### config.mk
export PLATFORM = sky130hd
export DESIGN_NAME = wb_regfile
export DESIGN_NICKNAME = d
export VERILOG_FILES = /design/src/rtl/wb_regfile.sv
export SDC_FILE = /design/constraint.sdc
export NUM_CORES = 2
export LEC_CHECK = 0
export CAP_MARGIN = 20
export CORE_UTILIZATION = 50
export CTS_CLUSTER_DIAMETER = 120
export DETAILED_ROUTE_END_ITERATION = 10
export GPL_TIMING_DRIVEN = 0
export HOLD_SLACK_MARGIN = 0.15
export PLACE_DENSITY_LB_ADDON = 0.05
export SYNTH_ARGS = -nofsm -noshare
export SYNTH_HDL_FRONTEND = slang
export SYNTH_SLANG_ARGS = --single-unit
export TNS_END_PERCENT = 10
### constraint.sdc
create_clock -name clk_i -period 5.53 [get_ports clk_i]
set_clock_uncertainty 0.05 [all_clocks]
set_input_delay 1.3825 -clock clk_i [delete_from_list [all_inputs] [get_ports clk_i]]
set_output_delay 1.3825 -clock clk_i [all_outputs]
set_load 0.05 [all_outputs]
### src/rtl/wb_regfile.sv
// MEM/WB write-back register file: 31 writable 32-bit registers, two combinational read ports, write tracking.
// Optional same-cycle write-through on the read ports when WB_REGFILE_BYPASS_EN is defined.
module wb_regfile (
    input  logic        clk_i,
    input  logic        rst_n_i,
    input  logic        RegWrite_i,
    input  logic        MemToReg_i,
    input  logic [31:0] Data_i,
    input  logic [31:0] Result_i,
    input  logic [4:0]  RD_i,
    input  logic [4:0]  RS_addr_i,
    input  logic [4:0]  RT_addr_i,
    output logic [31:0] RS_data_o,
    output logic [31:0] RT_data_o,
    output logic [31:0] WB_data_o,
    output logic [31:0] written_mask_o,
    output logic [31:0] wr_count_o
);

    logic [31:0] r_regs [32];
    logic [31:0] r_written_mask;
    logic [31:0] r_wr_count;

    logic [31:0] w_wb_data;
    logic        w_commit;
    logic [31:0] w_rs_stored;
    logic [31:0] w_rt_stored;

    assign w_wb_data = MemToReg_i ? Data_i : Result_i;
    assign WB_data_o = w_wb_data;

    // Reset gates commits through the async clear, so the enable needs no rst_n_i term here.
    assign w_commit = RegWrite_i && (RD_i != 5'd0);

    always_ff @(posedge clk_i or negedge rst_n_i) begin
        if (!rst_n_i) begin
            for (int i = 0; i < 32; i++) begin
                r_regs[i] <= 32'h0;
            end
        end else if (w_commit) begin
            r_regs[RD_i] <= w_wb_data;
        end
    end

    // Bit 0 is hardwired high; only bits 1..31 are real state.
    always_ff @(posedge clk_i or negedge rst_n_i) begin
        if (!rst_n_i) begin
            r_written_mask <= 32'h0000_0001;
        end else if (w_commit) begin
            r_written_mask[RD_i] <= 1'b1;
        end
    end

    always_ff @(posedge clk_i or negedge rst_n_i) begin
        if (!rst_n_i) begin
            r_wr_count <= 32'h0;
        end else if (w_commit) begin
            r_wr_count <= r_wr_count + 32'd1;
        end
    end

    assign written_mask_o = {r_written_mask[31:1], 1'b1};
    assign wr_count_o     = r_wr_count;

    assign w_rs_stored = (RS_addr_i == 5'd0) ? 32'h0 : r_regs[RS_addr_i];
    assign w_rt_stored = (RT_addr_i == 5'd0) ? 32'h0 : r_regs[RT_addr_i];

`ifdef WB_REGFILE_BYPASS_EN
    logic w_bypass_ok;
    assign w_bypass_ok = w_commit && rst_n_i;
    assign RS_data_o = (w_bypass_ok && (RS_addr_i == RD_i)) ? w_wb_data : w_rs_stored;
    assign RT_data_o = (w_bypass_ok && (RT_addr_i == RD_i)) ? w_wb_data : w_rt_stored;
`else
    assign RS_data_o = w_rs_stored;
    assign RT_data_o = w_rt_stored;
`endif

endmodule

==> key figures <==
Layout
  – Most frequent standard cell in the layout excluding fill and tap cells: sky130_fd_sc_hd__dfrtp_1
  – Layout Area Growth over Synthesis: 16.78%
  – Commonest cells after routing, fill and taps aside: 1087 x sky130_fd_sc_hd__dfrtp_1, 535 x sky130_fd_sc_hd__nand2_1, 535 x sky130_fd_sc_hd__nor2_1
  – Layout net count: 5440
  – Share of post-route cells with drive strength above 1: 21.96%

Synth
  – Number of warning messages in the yosys log: 0
  – Number of instances in the synthesized netlist: 5000
  – Synth area leader: sky130_fd_sc_hd__dfrtp_1
  – Number of enable-type register cells in the synthesized netlist: 0
  – Share of the synthesized area in the top cell type: 48.87%
  – Net Count, Synth: 5084
  – Mean post-synth cell area: 11.13 um2
  – Post-synthesis sequential area ratio: 48.87%
  – Post-synthesis instance area: 55660 um2
  – Number of distinct library cell variants in the gate-level netlist after synthesis: 54
  – Ys flop type: sky130_fd_sc_hd__dfrtp_1
  – Flop and latch count out of synthesis: 1087
  – Fraction of registers with async set/reset: 100.0%
  – Top cells by area, synth: sky130_fd_sc_hd__dfrtp_1 49%, sky130_fd_sc_hd__mux4_2 18%, sky130_fd_sc_hd__a21oi_1 4.6%, sky130_fd_sc_hd__o21ai_0 4.5%, sky130_fd_sc_hd__nor2_1 3.6%

STA
  – Worst-Margin Slew: 1.110 ns
  – Portion of the clock cycle consumed by the worst path in the final layout: 103.0%
  – Unrepaired setup endpoints after global routing: true
  – Final Hold Viols: 0
  – Crit path time final: 5.697 ns
  – Max Freq: 175.5 MHz
  – Count of pins over their slew limit: 0
  – Relative slew slack: 26.01%
  – Final-layout worst hold slack: 0.4128 ns
  – Final worst setup slack: -0.1669 ns
  – Final number of setup-violating endpoints: 49

Hold path
  – Hold depth: 1
  – Hold Path Class: flip-flop to flip-flop

Clocking
  – Post-CTS Hold Fix Bufs: 0
  – Number of buffers created by CTS: 120
  – TritonCTS clock tree: done
  – H-tree Lvls: 3
  – Root buffer selected by CTS: sky130_fd_sc_hd__clkbuf_16
  – Number of sinks on the clock net: 1087
  – Clock transition at the register clock pins on the worst setup and hold paths after CTS: 0.06 ns
  – Clock Latency Late Sink: 0.73 ns
  – CTS max path bufs: 3

Worst setup path
  – Path depth of the worst reg2reg path: 4
  – Slowest library cell on the worst path: sky130_fd_sc_hd__clkdlybuf4s50_1
  – CP Cell Sequence: clkbuf_2 > buf_4 > mux2i_2 > clkbuf_2 > inv_1 > clkdlybuf4s50_1
  – Setup crit end kind: output pin
  – Most repeated library cell on the critical path: sky130_fd_sc_hd__clkbuf_2
  – Start-to-end type of the worst setup path: primary input to output pin
  – Reg-to-reg setup timing slack: 3.49 ns
  – Worst endpoint data arrival time: 4.26 ns
  – Kind of start point of the critical path: primary input
  – Top fanout value on the critical path: 10
  – Max stage delay on crit path: 0.71 ns
  – Crit path required time: 4.10 ns

Detailed routing
  – Vias per cell: 6.711
  – Iteration-0 DRC count of the detailed router: 6919
  – Number of DRC violations after detailed routing: 0
  – First drt pass iteration count: 6
  – Number of vias in the routed layout: 46650
  – DRT Wirelength: 239200 um
  – Drt wl/cell: 34.40 um
  – Number of antenna-violating nets in the routed design: 0

Global routing
  – Routing usage on met1: 59.06%
  – First-pass GRT wire length: 333200 um
  – Overall global routing resource usage: 42.53%
  – Global route hottest layer: met1
  – Initial antenna violation count: 6
  – Global routing met3 resource utilization: 15.82%
  – Number of global-route vias before repair: 44290
  – Largest net degree at the start of global routing: 181
  – Overall overflow remaining after global route: 0
  – Grt met2 use: 58.96%

Placed design
  – HPWL Detailed: 174300 um
  – Total of buffers placed on input and output ports: 229
  – Global placer's final weighted congestion: 1.005

Power
  – Switching share of power: 33.01%
  – Power Density: 403.9 nW/um2
  – Power dissipated by switching net loads: 0.008665 W
  – Post-layout power: 0.02625 W
  – Clock Power Share: 33.1%
  – Worst vdd ir: 0.2886 mV
  – Leak pwr: 27.47 nW
  – Combinational power share: 24.9%
  – Part of the power in registers: 42.0%
  – Design internal power: 0.01758 W

Status
  – Result of the run: finished, violations left
  – Failing checks: negative setup slack

Floorplanning
  – Top-Level Pins: 243
  – Floorplan die area: 112700 um2
  – Row count: 122
  – Starting Density: 50.36%
  – Placeable core region: 110500 um2
  – Horizontal die dimension: 335.6 um
  – Die Span Y: 335.6 um

Flow run
  – Max-cap violations: 0
[sequential cells by signal (all words and copies together), names as in the netlist]
| signal | flops |
|---|---|
| r_regs | 1024 |
| r_written_mask | 31 |
| wr_count_o | 32 |
[final cells by class]
class	count	area (um2)
fill	9599	45520
sequential	1087	27200
multi-input combinational	3317	26200
clock buffer	170	3536
buffer	555	2894
timing repair buffer	237	2452
tap	1488	1862
clock inverter	55	696.9
inverter	38	142.6
antenna	5	12.51
[final timing paths]
kind / start / to
hold reg to reg: r_written_mask[13]$_DFFE_PN0N_ / r_written_mask[13]$_DFFE_PN0N_
min in group asynchronous: rst_n_i / r_regs[742]$_DFFE_PN0P_
max in group asynchronous: rst_n_i / r_regs[239]$_DFFE_PN0P_
setup reg to reg: wr_count_o[15]$_DFFE_PN0N_ / wr_count_o[24]$_DFFE_PN0N_
setup / recovery: MemToReg_i / WB_data_o[19]
hold / removal: r_written_mask[13]$_DFFE_PN0N_ / r_written_mask[13]$_DFFE_PN0N_
[cell families (layout without fill, tap and decap cells)]
family | Yosys count | count (layout) | synth area share [%]
multiplexers | 672 | 672 | 22.30
AND/OR/NAND/NOR | 1247 | 1247 | 9.278
flip-flops | 1087 | 1087 | 48.87
adder cells (fa/ha/maj) | 1 | 1 | 0.02248
XOR/XNOR | 31 | 31 | 0.4878
other | 1 | 6 | 0.006738
AO/OA/AOI/OAI | 1365 | 1365 | 13.80
buffers and inverters | 596 | 1055 | 5.234
[power groups by stage]
stage	clock network [W]	registers, W	logic [W]
final	0.00869	0.0110	0.00652
after global routing	0.00898	0.0112	0.00691
after CTS	0.00870	0.0109	0.00633
after detailed placement	0	0.0111	0.00624
after global placement	0	0.0111	0.00611
after floorplan	0	0.0109	0.00401
[worst max-delay path, delay by kind of cell]
| kind | cells | cell delay [ns] |
|---|---|---|
| buffers and inverters | 5 | 2.18 |
| multiplexers | 1 | 0.66 |
[repair_timing]
action,CTS,global route
endpoints found under the setup margin,96,65
gates resized for setup,405,43
setup buffers,0,0
pin swaps,16,3
[cell usage after synthesis, drive strengths merged (3+ instances only)]
library cell / number
nand4: 14
xor2: 7
or4: 3
nor3b: 4
buf: 266
nor2: 540
nand3: 15
a22oi: 64
clkbuf: 292
mux2: 64
mux2i: 160
or2: 19
inv: 38
and3: 5
a221oi: 47
a311oi: 64
nand3b: 5
nor2b: 67
o2111ai: 18
xnor2: 24
a21oi: 513
nand2b: 21
nand2: 535
nor3: 6
nor4: 3
a211oi: 64
o21ai: 592
dfrtp: 1087
mux4: 448
and2: 3
[per-stage QoR]
stage          setup WS (ns)  cells  instance area (um2)  setup TNS (ns)  util [%]
6_report             -0.1669   6952                64990          -3.175     58.81
5_1_grt              -0.1016   6947                64980         -0.9037     58.80
4_1_cts              -0.1176   6945                64810         -0.4413     58.64
3_5_place_dp          -1.654   6723                59990          -94.54     54.28
3_3_place_gp          -47.62   6717                59810               -     54.12
2_1_floorplan         0.4347   5000                55660               0         -
[routing by layer]
metal,wire length [um],share of wire (%)
met4,12990,5.4
met5,175,0.073
met1,92620,39
met2,100400,42
met3,33020,14
Note: power is estimated with default switching activity, not from simulation.
